File: config.mk
export PLATFORM = sky130hd
export DESIGN_NAME = kronos_mem_arbiter
export DESIGN_NICKNAME = d
export VERILOG_FILES = /design/src/rtl/kronos_mem_arbiter.sv
export SDC_FILE = /design/constraint.sdc
export NUM_CORES = 1
export LEC_CHECK = 0
export CORE_AREA = 4 4 105 107
export DETAILED_ROUTE_END_ITERATION = 12
export DIE_AREA = 0 0 109 111
export HOLD_SLACK_MARGIN = 0.08
export PLACE_DENSITY = 0.62
export SLEW_MARGIN = 20
export SYNTH_ARGS = -nofsm -noshare
export SYNTH_HDL_FRONTEND = slang
export SYNTH_SLANG_ARGS = --single-unit
File: constraint.sdc
create_clock -name clk -period 4.85 [get_ports clk]
set_input_delay 1.2125 -clock clk [delete_from_list [all_inputs] [get_ports clk]]
set_output_delay 1.2125 -clock clk [all_outputs]
set_load 0.05 [all_outputs]
File: src/rtl/kronos_mem_arbiter.sv
// kronos_mem_arbiter
// Shares one single-ported memory bus between the instruction fetch port (I)
// and the load/store port (D). D has fixed priority. Once a request is
// presented and not granted in the same cycle, the bus is locked to that port
// until mem_gnt (or until the port drops its request), so address and write
// data stay stable for the whole transaction.
//
// Optional build macro KRONOS_ARB_STARVE_EN: adds a saturating wait counter
// that gives I priority over D in IDLE after MAX_WAIT consecutive denied
// cycles. Without the macro, strict D-over-I priority applies.
module kronos_mem_arbiter #(
  parameter int MAX_WAIT = 4
) (
  input  logic        clk,
  input  logic        rst,
  input  logic [31:0] instr_addr,
  input  logic        instr_req,
  output logic        instr_gnt,
  output logic [31:0] instr_data,
  input  logic [31:0] data_addr,
  input  logic [31:0] data_wdata,
  input  logic [3:0]  data_mask,
  input  logic        data_wr_en,
  input  logic        data_req,
  output logic        data_gnt,
  output logic [31:0] data_rdata,
  output logic [31:0] mem_addr,
  output logic [31:0] mem_wdata,
  output logic [3:0]  mem_mask,
  output logic        mem_wr_en,
  output logic        mem_req,
  input  logic        mem_gnt,
  input  logic [31:0] mem_rdata,
  output logic [1:0]  arb_owner
);

  localparam logic [1:0] IDLE   = 2'b00;
  localparam logic [1:0] LOCK_I = 2'b01;
  localparam logic [1:0] LOCK_D = 2'b10;

  localparam logic [1:0] OWN_NONE = 2'b00;
  localparam logic [1:0] OWN_I    = 2'b01;
  localparam logic [1:0] OWN_D    = 2'b10;

  // A zero MAX_WAIT would make the starvation guard permanently active.
  if (MAX_WAIT < 1) begin : g_bad_max_wait
    $error("kronos_mem_arbiter: MAX_WAIT must be >= 1");
  end

  logic [1:0] state;
  logic [1:0] state_nxt;
  logic [1:0] owner;
  logic [1:0] owner_nxt;
  logic [1:0] sel;
  logic       starve;

`ifdef KRONOS_ARB_STARVE_EN
  localparam int CW = $clog2(MAX_WAIT + 1);
  localparam logic [CW-1:0] WAIT_MAX = CW'(MAX_WAIT);

  logic [CW-1:0] wait_cnt;

  assign starve = (wait_cnt == WAIT_MAX);

  // Count consecutive cycles the I-port is kept waiting; saturate at MAX_WAIT.
  always_ff @(posedge clk) begin
    if (rst || !instr_req || instr_gnt) begin
      wait_cnt <= '0;
    end else if (wait_cnt != WAIT_MAX) begin
      wait_cnt <= wait_cnt + 1'b1;
    end
  end
`else
  assign starve = 1'b0;
`endif

  // Pick the bus owner: frozen while locked, priority-selected in IDLE.
  always_comb begin
    sel = OWN_NONE;
    case (state)
      LOCK_I: sel = OWN_I;
      LOCK_D: sel = OWN_D;
      default: begin
        if (starve && instr_req) begin
          sel = OWN_I;
        end else if (data_req) begin
          sel = OWN_D;
        end else if (instr_req) begin
          sel = OWN_I;
        end
      end
    endcase
  end

  // Drive the shared bus from the selected port; everything is 0 in reset or when idle.
  always_comb begin
    mem_req   = 1'b0;
    mem_addr  = 32'h0;
    mem_wdata = 32'h0;
    mem_mask  = 4'h0;
    mem_wr_en = 1'b0;
    if (!rst) begin
      if (sel == OWN_D) begin
        mem_req   = data_req;
        mem_addr  = data_addr;
        mem_wdata = data_wdata;
        mem_mask  = data_mask;
        mem_wr_en = data_wr_en;
      end else if (sel == OWN_I) begin
        mem_req   = instr_req;
        mem_addr  = instr_addr;
        mem_mask  = 4'hF;
      end
    end
  end

  // A grant only counts while a request is actually on the bus.
  assign instr_gnt  = mem_req & mem_gnt & (sel == OWN_I);
  assign data_gnt   = mem_req & mem_gnt & (sel == OWN_D);
  assign instr_data = mem_rdata;
  assign data_rdata = mem_rdata;

  // Lock on an ungranted request; report the owner of a zero-wait grant for one cycle.
  always_comb begin
    state_nxt = IDLE;
    owner_nxt = OWN_NONE;
    if (mem_req && !mem_gnt) begin
      state_nxt = (sel == OWN_D) ? LOCK_D : LOCK_I;
      owner_nxt = sel;
    end else if (mem_req && mem_gnt && (state == IDLE)) begin
      owner_nxt = sel;
    end
  end

  // State and owner registers.
  always_ff @(posedge clk) begin
    if (rst) begin
      state <= IDLE;
      owner <= OWN_NONE;
    end else begin
      state <= state_nxt;
      owner <= owner_nxt;
    end
  end

  assign arb_owner = rst ? OWN_NONE : owner;

endmodule

==> out/metrics.csv <==
metric;value;unit
netlist_area;1440;um^2
grt_pass1_vias;1837;
fin_nets;437;
rsz0062_at_grt;false;
finalSetupViolations;0;
min_period;4.41;ns
status;completed;
slew_headroom;66.0;%
slowest_delay;0.69;ns
start_util;14.2;%
dr.pass1.iters;4;
fin_ws;0.439;ns
drt_iter0_drc;105;
path_cells;clkdlybuf4s50_1, or3_2, o311a_1, o21a_1, clkdlybuf4s50_1;
wl_per_cell;15.7;um
placed_cell_area;3150;um^2
gp_congestion;0.764;
synth.ff_latch_count;4;
fp.dieW;109;um
path_common_cell;clkdlybuf4s50_1;
pre_cts_ws;0.436;ns
clock_skew;0.00187;ns
critPathLaunchType;input pin;
vias_per_cell;3.98;
ys_warn_count;0;
totalWireLength;6750;um
die_h;111;um
synthCells;183;
maxSlewViolCount;0;
area_delta_synth_final;121;%
worst_pin_slew;0.507;ns
htree_levels;1;
pin_count;276;
holdBufCountCts;0;
fin_tns_setup;0;ns
cts.repair.resized;0;
yosysUniqueCellTypes;29;
ant_nets;0;
cp_max_fo;4;
core;10100;um^2
grt_usage;9.76;%
yosysSeqAreaShare;5.55;%
cp-end-kind;output port;
antenna_found_initial;0;
fin_util;31.4;%
power;0.000523;W
cp.required;3.64;ns
dp_hpwl;5910;um
syn_nets;324;
slowest_stage;clkdlybuf4s50_1;
gr-total-overflow;0;
cts_buffers;3;
hold_violations;0;
rrSetupSlack;3.06;ns
io_buffers;179;
hp-class;register to register;
max_freq;0.227;GHz
p_leak;1.29;nW
row_count;37;
grt_pass1_wl;9420;um
cts-root-buf;clkbuf_8;
design_area;3190;um^2
routed-via-count;1711;
worstSkewPairLatency;0.22;ns
postSynthAreaPerCell;7.89;um^2
grt_max_degree;34;
antennaDiodeCount;0;
power_density;164;nW/um^2
clkSinkCount;4;
drive_above_1_share;35.7;%
drc;0;
arrival;3.20;ns
cts.clk_slew.worst_paths;0.03;ns
maxCapViolations;0;
die_area;12100;um^2
cts_buffer_depth;2;
postCtsSetupRepairBufs;0;
timing_worst_setup_path_type;input pin to output port;
finalCritPeriodShare;91.0;%
tritoncts;yes;
ir_drop;0.0000879;V
==> final cells by class <==
cell class,count,area [um^2]
Inverter,5,18.8
Timing Repair Buffer,183,2080
Multi-Input combinational cell,99,800
Clock buffer,3,41.3
Fill cell,1039,6950
Sequential cell,4,80.1
Tap cell,136,170
==> layout by cell type, fill, tap and decap left out <==
master           Yosys  routed
buf_4               66      34
a21boi_0             1       1
o21a_1               4       4
inv_1                5       5
dfxtp_1              4       4
nor2b_1              4       4
o21ai_0              1       1
a21oi_4              1       2
clkbuf_8             0       3
or3_2                1       1
nand3b_1             2       2
or3b_4               1       1
a22o_1               2       2
a21oi_1              2       1
nand3_1              1       1
a2111oi_0            2       1
nand2b_2             1       1
and2_1              33      33
o311a_1              1       1
clkdlybuf4s50_1      0     116
a211oi_1             2       2
a2111oi_1            0       1
buf_12               0      33
a221oi_1             2       2
ha_1                 3       3
o21ai_1              2       2
and2_0               1       1
nand2_1              2       2
a22o_2              30      30
==> Yosys cell counts, drive strengths merged <==
| master | n | area (um^2) |
|---|---|---|
| a22o | 32 | 318 |
| nor2b | 4 | 25.0 |
| a211oi | 2 | 15.0 |
| ha | 3 | 37.5 |
| clkbuf | 3 | 13.8 |
| nand2b | 1 | 8.76 |
| dfxtp | 4 | 80.1 |
| inv | 5 | 18.8 |
| nand3b | 2 | 15.0 |
| buf | 72 | 544 |
| or3b | 1 | 11.3 |
| o21a | 4 | 30.0 |
| a2111oi | 2 | 17.5 |
| nand3 | 1 | 5.00 |
| or3 | 1 | 7.51 |
| a21oi | 3 | 26.3 |
| a221oi | 2 | 17.5 |
| nand2 | 2 | 7.51 |
| a21boi | 1 | 7.51 |
| o21ai | 3 | 15.0 |
| and2 | 34 | 213 |
| o311a | 1 | 10.0 |
==> power breakdown <==
group	switching [W]	internal (W)	total [W]	leakage [nW]
Combinational	0.000211	0.000207	0.000418	1.23
Clock	0.0000164	0.0000528	0.0000692	0.0216
Sequential	0.000000683	0.0000350	0.0000357	0.0327
==> state kept, by name (all words and copies together) (netlist names) <==
| register | count |
|---|---|
| state | 2 |
| owner | 2 |
==> through the flow <==
step / cells / hold slack, ns
5_1_grt: 430 / 0.774
3_5_place_dp: 427 / 0.727
3_3_place_gp: 427 / 0.727
4_1_cts: 430 / 0.732
6_report: 430 / 0.738
2_1_floorplan: 183 / 0.688
==> final timing paths <==
check,depth (start not counted),from,end
worst min-delay path,3,state[1]$_SDFF_PP0_,owner[1]$_SDFF_PP0_
worst min register to register,3,state[1]$_SDFF_PP0_,owner[1]$_SDFF_PP0_
worst max register to register,5,state[0]$_SDFF_PP0_,state[1]$_SDFF_PP0_
worst max-delay path,5,data_req,mem_mask[1]
==> kinds of logic (layout without fill, tap and decap cells) <==
group           Yosys count  count (layout)  share of synthesized area (%)
compound gates           50              50                           31.6
fa+ha+maj                 3               3                           2.60
buf+inv                  80             191                           39.9
flops                     4               4                           5.55
simple gates             46              46                           20.3
==> per-layer routing <==
metal | global-route usage (%) | share of wire (%)
met1 | 9.05 | 32
met2 | 18.4 | 49
met3 | 4.25 | 17
met4 | 3.45 | 2.4
met5 | 0 | 0
==> critical path, delay by kind of cell <==
kind / cells / cell delay, ns
AOI/OAI and AO/OA: 2 / 0.34
buffers and inverters: 2 / 1.16
and+or+nand+nor: 1 / 0.49
No activity file was read; power rests on OpenSTA's default activity.
